`config.mk`:
```
export PLATFORM = sky130hd
export DESIGN_NAME = stopwatch_seg_scan
export DESIGN_NICKNAME = d
export VERILOG_FILES = /design/src/rtl/stopwatch_seg_scan.sv
export SDC_FILE = /design/constraint.sdc
export NUM_CORES = 1
export LEC_CHECK = 0
export ABC_AREA = 1
export BUFFER_PORTS_ARGS = -buffer_cell sky130_fd_sc_hd__buf_2
export CAP_MARGIN = 25
export CORE_ASPECT_RATIO = 0.7
export CORE_MARGIN = 2
export CORE_UTILIZATION = 25
export CTS_CLUSTER_DIAMETER = 40
export DETAILED_ROUTE_END_ITERATION = 8
export GPL_TIMING_DRIVEN = 0
export SYNTH_ARGS = -nofsm -noshare
export SYNTH_HDL_FRONTEND = slang
export SYNTH_SLANG_ARGS = --single-unit
```
`constraint.sdc`:
```
create_clock -name clk_1khz -period 3.7 [get_ports clk_1khz]
set_input_delay 0.185 -clock clk_1khz [delete_from_list [all_inputs] [get_ports clk_1khz]]
set_output_delay 0.185 -clock clk_1khz [all_outputs]
set_load 0.005 [all_outputs]
```
`src/rtl/stopwatch_seg_scan.sv`:
```
// stopwatch_seg_scan
//   Drives a common-anode 4-digit 7-segment display in SS.mm format from the
//   stopwatch BCD digits. One digit slot lasts SCAN_DIV clocks. The first clock
//   of every slot is dark so that the anodes do not ghost. Digits are
//   snapshotted once per frame, so a frame never shows a mix of old and new
//   time. A leading seconds-tens zero is blanked. The whole display blinks
//   while time_out is high.
//
// Ports
//   clk_1khz     in   1  scan clock
//   rst          in   1  asynchronous active-high reset
//   time_sec_h   in   3  seconds tens digit (0-5)
//   time_sec_l   in   4  seconds units digit (BCD)
//   time_msec_h  in   4  tenths digit (BCD)
//   time_msec_l  in   4  hundredths digit (BCD)
//   time_out     in   1  timeout flag, high = blink display
//   seg          out  7  segments, active-low, bit0 = a .. bit6 = g
//   dp           out  1  decimal point, active-low
//   an           out  4  digit enables, active-low, an[0] = hundredths
module stopwatch_seg_scan #(
   parameter int unsigned SCAN_DIV   = 4,
   parameter int unsigned BLINK_HALF = 250
) (
   input  logic       clk_1khz,
   input  logic       rst,
   input  logic [2:0] time_sec_h,
   input  logic [3:0] time_sec_l,
   input  logic [3:0] time_msec_h,
   input  logic [3:0] time_msec_l,
   input  logic       time_out,
   output logic [6:0] seg,
   output logic       dp,
   output logic [3:0] an
);

   localparam int unsigned DIV_W   = $clog2(SCAN_DIV);
   localparam int unsigned BLINK_W = (BLINK_HALF > 1) ? $clog2(BLINK_HALF) : 1;

   localparam logic [DIV_W-1:0]   DIV_LAST   = DIV_W'(SCAN_DIV - 1);
   localparam logic [BLINK_W-1:0] BLINK_LAST = BLINK_W'(BLINK_HALF - 1);

   typedef enum logic {
      BLINK_ON  = 1'b0,
      BLINK_OFF = 1'b1
   } blink_e;

   // Segment pattern, active-low, ordered g..a. Non-BCD codes show a dash.
   function automatic logic [6:0] seg_decode(input logic [3:0] d);
      logic [6:0] s;
      case (d)
         4'd0:    s = 7'b1000000;
         4'd1:    s = 7'b1111001;
         4'd2:    s = 7'b0100100;
         4'd3:    s = 7'b0110000;
         4'd4:    s = 7'b0011001;
         4'd5:    s = 7'b0010010;
         4'd6:    s = 7'b0000010;
         4'd7:    s = 7'b1111000;
         4'd8:    s = 7'b0000000;
         4'd9:    s = 7'b0010000;
         default: s = 7'b0111111;
      endcase
      return s;
   endfunction

   // Scan position
   logic [DIV_W-1:0]   div_q, div_d;
   logic [1:0]         idx_q, idx_d;

   // Per-frame digit snapshot: [0] hundredths .. [3] seconds tens
   logic [3:0][3:0]    shadow_q, shadow_d;

   // Blink state
   blink_e             blink_q, blink_d;
   logic [BLINK_W-1:0] blink_cnt_q, blink_cnt_d;

   // Registered pin drivers
   logic [6:0]         seg_q, seg_d;
   logic               dp_q, dp_d;
   logic [3:0]         an_q, an_d;

   logic               slot_end;
   logic [3:0]         digit;

   assign slot_end = (div_q == DIV_LAST);
   assign digit    = shadow_q[idx_q];

   // Scan divider, digit index and frame snapshot
   always_comb begin
      div_d    = div_q;
      idx_d    = idx_q;
      shadow_d = shadow_q;
      if (slot_end) begin
         div_d = '0;
         idx_d = idx_q + 2'd1;
         // Latch only at the frame boundary so a frame never tears
         if (idx_q == 2'd3) begin
            shadow_d[0] = time_msec_l;
            shadow_d[1] = time_msec_h;
            shadow_d[2] = time_sec_l;
            shadow_d[3] = {1'b0, time_sec_h};
         end
      end else begin
         div_d = div_q + DIV_W'(1);
      end
   end

   // Blink FSM: held in ON with a cleared counter while time_out is low,
   // so the first dark phase starts a full half-period after time_out rises
   always_comb begin
      blink_d     = blink_q;
      blink_cnt_d = blink_cnt_q;
      if (!time_out) begin
         blink_d     = BLINK_ON;
         blink_cnt_d = '0;
      end else if (blink_cnt_q == BLINK_LAST) begin
         blink_d     = (blink_q == BLINK_ON) ? BLINK_OFF : BLINK_ON;
         blink_cnt_d = '0;
      end else begin
         blink_cnt_d = blink_cnt_q + BLINK_W'(1);
      end
   end

   // Output drive, from the current scan/blink state; registered below.
   // Priority: blink dark, dead cycle, leading-zero blank, normal digit.
   always_comb begin
      an_d  = '1;
      seg_d = '1;
      dp_d  = 1'b1;
      if (blink_q == BLINK_OFF) begin
         an_d  = '1;
      end else if (div_q == '0) begin
         an_d  = '1;
      end else if ((idx_q == 2'd3) && (digit == 4'd0)) begin
         an_d  = '1;
      end else begin
         an_d  = ~(4'b0001 << idx_q);
         seg_d = seg_decode(digit);
         dp_d  = (idx_q != 2'd2);
      end
   end

   always_ff @(posedge clk_1khz or posedge rst) begin
      if (rst) begin
         div_q       <= '0;
         idx_q       <= '0;
         shadow_q    <= '0;
         blink_q     <= BLINK_ON;
         blink_cnt_q <= '0;
         seg_q       <= '1;
         dp_q        <= 1'b1;
         an_q        <= '1;
      end else begin
         div_q       <= div_d;
         idx_q       <= idx_d;
         shadow_q    <= shadow_d;
         blink_q     <= blink_d;
         blink_cnt_q <= blink_cnt_d;
         seg_q       <= seg_d;
         dp_q        <= dp_d;
         an_q        <= an_d;
      end
   end

   assign seg = seg_q;
   assign dp  = dp_q;
   assign an  = an_q;

endmodule

```
==> metrics.csv <==
stage,metric,value,unit
worst_setup_path,worstPathArrival,1.98,ns
sta,tightestPinTransition,0.802,ns
logic_synthesis,synth-async-reset-ratio,100,%
clock_network,cts_hold_buf,0,
die,rows,27,
run_status,status,completed,
routing,vias,1383,
layout,drive_gt1_share,31.0,%
grt,grt_pass1_vias,1386,
clock_network,clock_latency,0.29,ns
routing,drc,0,
sta,setup_viol,0,
logic_synthesis,synth_top_area_share,35.1,%
sta,fin_hold_ws,0.0508,ns
logic_synthesis,yosys_warnings,0,
sta,maxSlewViolCount,0,
worst_setup_path,path_class,reg -> reg,
logic_synthesis,synth_adder_area_share,8.78,%
worst_setup_path,path_cells,buf_6 -> o21ai_0 -> nand2_1 -> nand2_1 -> inv_1 -> ha_1 -> nand3b_1 -> nand3_1 -> nand3_1,
routing,drtIter0Drc,27,
die,ios,30,
pwr,vdd_drop_max,0.000175,V
sta,fmax,564,MHz
place,dp_hpwl,2710,µm
grt,antenna_found_initial,0,
place,placed_area,0.00227,mm²
layout,final_nets,263,
clock_network,clk_pin_slew_worst_paths,0.06,ns
sta,fin_skew,0.00955,ns
worst_setup_path,cp_max_fo,10,
grt,grt_max_degree,40,
grt,grt_overflow_total,0,
layout,fill_cells,801,
layout,post-route-cell-area,0.00242,mm²
hold_path,hold_class,in -> async,
worst_setup_path,crit_buf_inv,2,
logic_synthesis,syn_nets,227,
sta,rsz0062_at_grt,false,
logic_synthesis,synth.distinct_cells,33,
routing,first_pass_iters,6,
sta,setup_ws,1.93,ns
sta,finalHoldViolCount,0,
logic_synthesis,seq_area_frac_synth,49.6,%
layout,n_antenna_cell,0,
logic_synthesis,synth_compound_area_share,4.52,%
clock_network,post-cts-setup-buffer-count,0,
logic_synthesis,synth_area_per_cell,10.2,µm²
die,die_area,0.00872,mm²
worst_setup_path,end_kind,register,
logic_synthesis,synth.area.mux_share,5.65,%
place,pre_cts_ws,1.95,ns
worst_setup_path,cpMaxStageDelayCell,dfrtp_1,
pwr,power_leakage,0.00111,µW
worst_setup_path,critPathRequiredTime,3.91,ns
clock_network,htreeDepth,2,
grt,grt_first_pass_wirelength,6460,µm
job,cap_violations,0,
logic_synthesis,synthSimpleGateAreaFrac,25.2,%
layout,area_growth,21.6,%
grt,gr-usage-all-layers,9.39,%
sta,max-slew-margin-rel,46.5,%
pwr,power_density,405,mW/mm²
die,initial_core_util,25.6,%
routing,via_per_inst,4.15,
logic_synthesis,synth_xor_area_share,0.439,%
clock_network,cts_resized,0,
logic_synthesis,synth-seq-cells,39,
logic_synthesis,synth_area,0.00199,mm²
worst_setup_path,critPathLaunchType,register,
clock_network,cts_tree,yes,
logic_synthesis,ys_top_cells_by_area,"dfrtp_1, dfstp_2, ha_1",
logic_synthesis,synth_top_family_by_area,simple AND/OR/NAND/NOR gates,
routing,ant_nets,0,
logic_synthesis,yosysMostFrequentCell,nand2_1,
clock_network,cts-root-buf,clkbuf_16,
clock_network,cts_inserted_buffers,5,
clock_network,cts_buffer_depth,2,
logic_synthesis,synthTopCellsByCount,"nand2_1, dfrtp_1, inv_1, nand3_1, nor2_1",
worst_setup_path,critPathMaxStageDelay,0.41,ns
logic_synthesis,syn-instance-count,195,
logic_synthesis,synth_edf_count,0,
die,fp.dieW,111,µm
routing,wl,3720,µm
sta,setup-tns-final,0,ns
logic_synthesis,synth_largest_area_cell,dfrtp_1,
logic_synthesis,yosys_most_used_dff,dfrtp_1,
clock_network,cts_num_sinks,39,
routing,wl_per_cell,11.2,µm
die,die_h,78.7,µm
worst_setup_path,crit_family,simple AND/OR/NAND/NOR gates,
place,gp_congestion,0.720,
sta,period_minus_slack,1.77,ns
die,core,0.00780,mm²
place,io_buffers,29,
sta,final.period_utilization,47.9,%
## logic make-up (layout without fill, tap and decap cells)
| kind of cell | count (synthesis) | count (layout) |
|---|---|---|
| compound gates | 15 | 15 |
| xor+xnor | 1 | 1 |
| fa+ha+maj | 14 | 14 |
| buf+inv | 26 | 63 |
| flops | 39 | 39 |
| mux | 10 | 10 |
| simple gates | 90 | 90 |
## cell type report
type / count / area (µm²) / share of cell area, %
tap: 101 / 126 / 5.21
multi-input combinational: 130 / 890 / 36.7
clock inverter: 1 / 6.26 / 0.258
timing repair buffer: 29 / 145 / 5.99
sequential: 39 / 990 / 40.8
buffer: 4 / 27.5 / 1.14
clock buffer: 7 / 153 / 6.30
inverter: 22 / 87.6 / 3.61
## sequential cells by signal, indices dropped and copies added, names as in the netlist
name	count
shadow_q	15
blink_cnt_q	8
seg	7
an	4
div_q	2
idx_q	2
blink_q	1
## metrics by stage
step | utilization (%) | power [µW] | instances
after detailed placement | 29.0 | 531 | 325
after CTS | 31.1 | 997 | 333
after floorplan | - | 508 | 195
final | 31.1 | 981 | 333
after global placement | 29.0 | 529 | 325
after global routing | 31.1 | 1030 | 333
## metal layers
layer	global-route usage, %	wire, µm	up-vias
met5	0	0	-
met4	4.13	65	0
met3	3.51	226	7
met2	14.0	1560	26
met1	12.2	1860	649
li1	-	-	701
## cells in the final DEF (no fill, tap or decap), types with 4 or more instances in the layout
cell type	synthesis	routed
nand3_1	17	17
buf_2	1	30
inv_2	4	5
nor2_1	16	16
clkbuf_16	0	5
dfstp_2	11	11
nand2_4	4	4
ha_1	14	14
nand2_1	33	33
o21ai_0	4	4
dfrtp_1	28	28
mux2_1	10	10
inv_1	17	16
a21oi_1	7	7
## path summary, 6_finish.rpt
kind	startpoint	to	slack (ns)	cells after the start
hold reg to reg	div_q[0]	div_q[0]	0.45	1
hold / removal	rst	blink_cnt_q[7]	0.05	2
setup / recovery	idx_q[0]	seg[0]	1.93	9
setup reg to reg	idx_q[0]	seg[0]	1.93	9
max in group asynchronous	rst	shadow_q[9]	3.14	2
min in group clk_1khz	time_msec_h[0]	shadow_q[4]	0.11	2
## where the power goes
| group | internal, µW | total (µW) | switching (µW) |
|---|---|---|---|
| Clock | 287 | 458 | 172 |
| Combinational | 28.9 | 74.3 | 45.4 |
| Sequential | 441 | 448 | 7.16 |
Note: power is estimated with default switching activity, not from simulation.
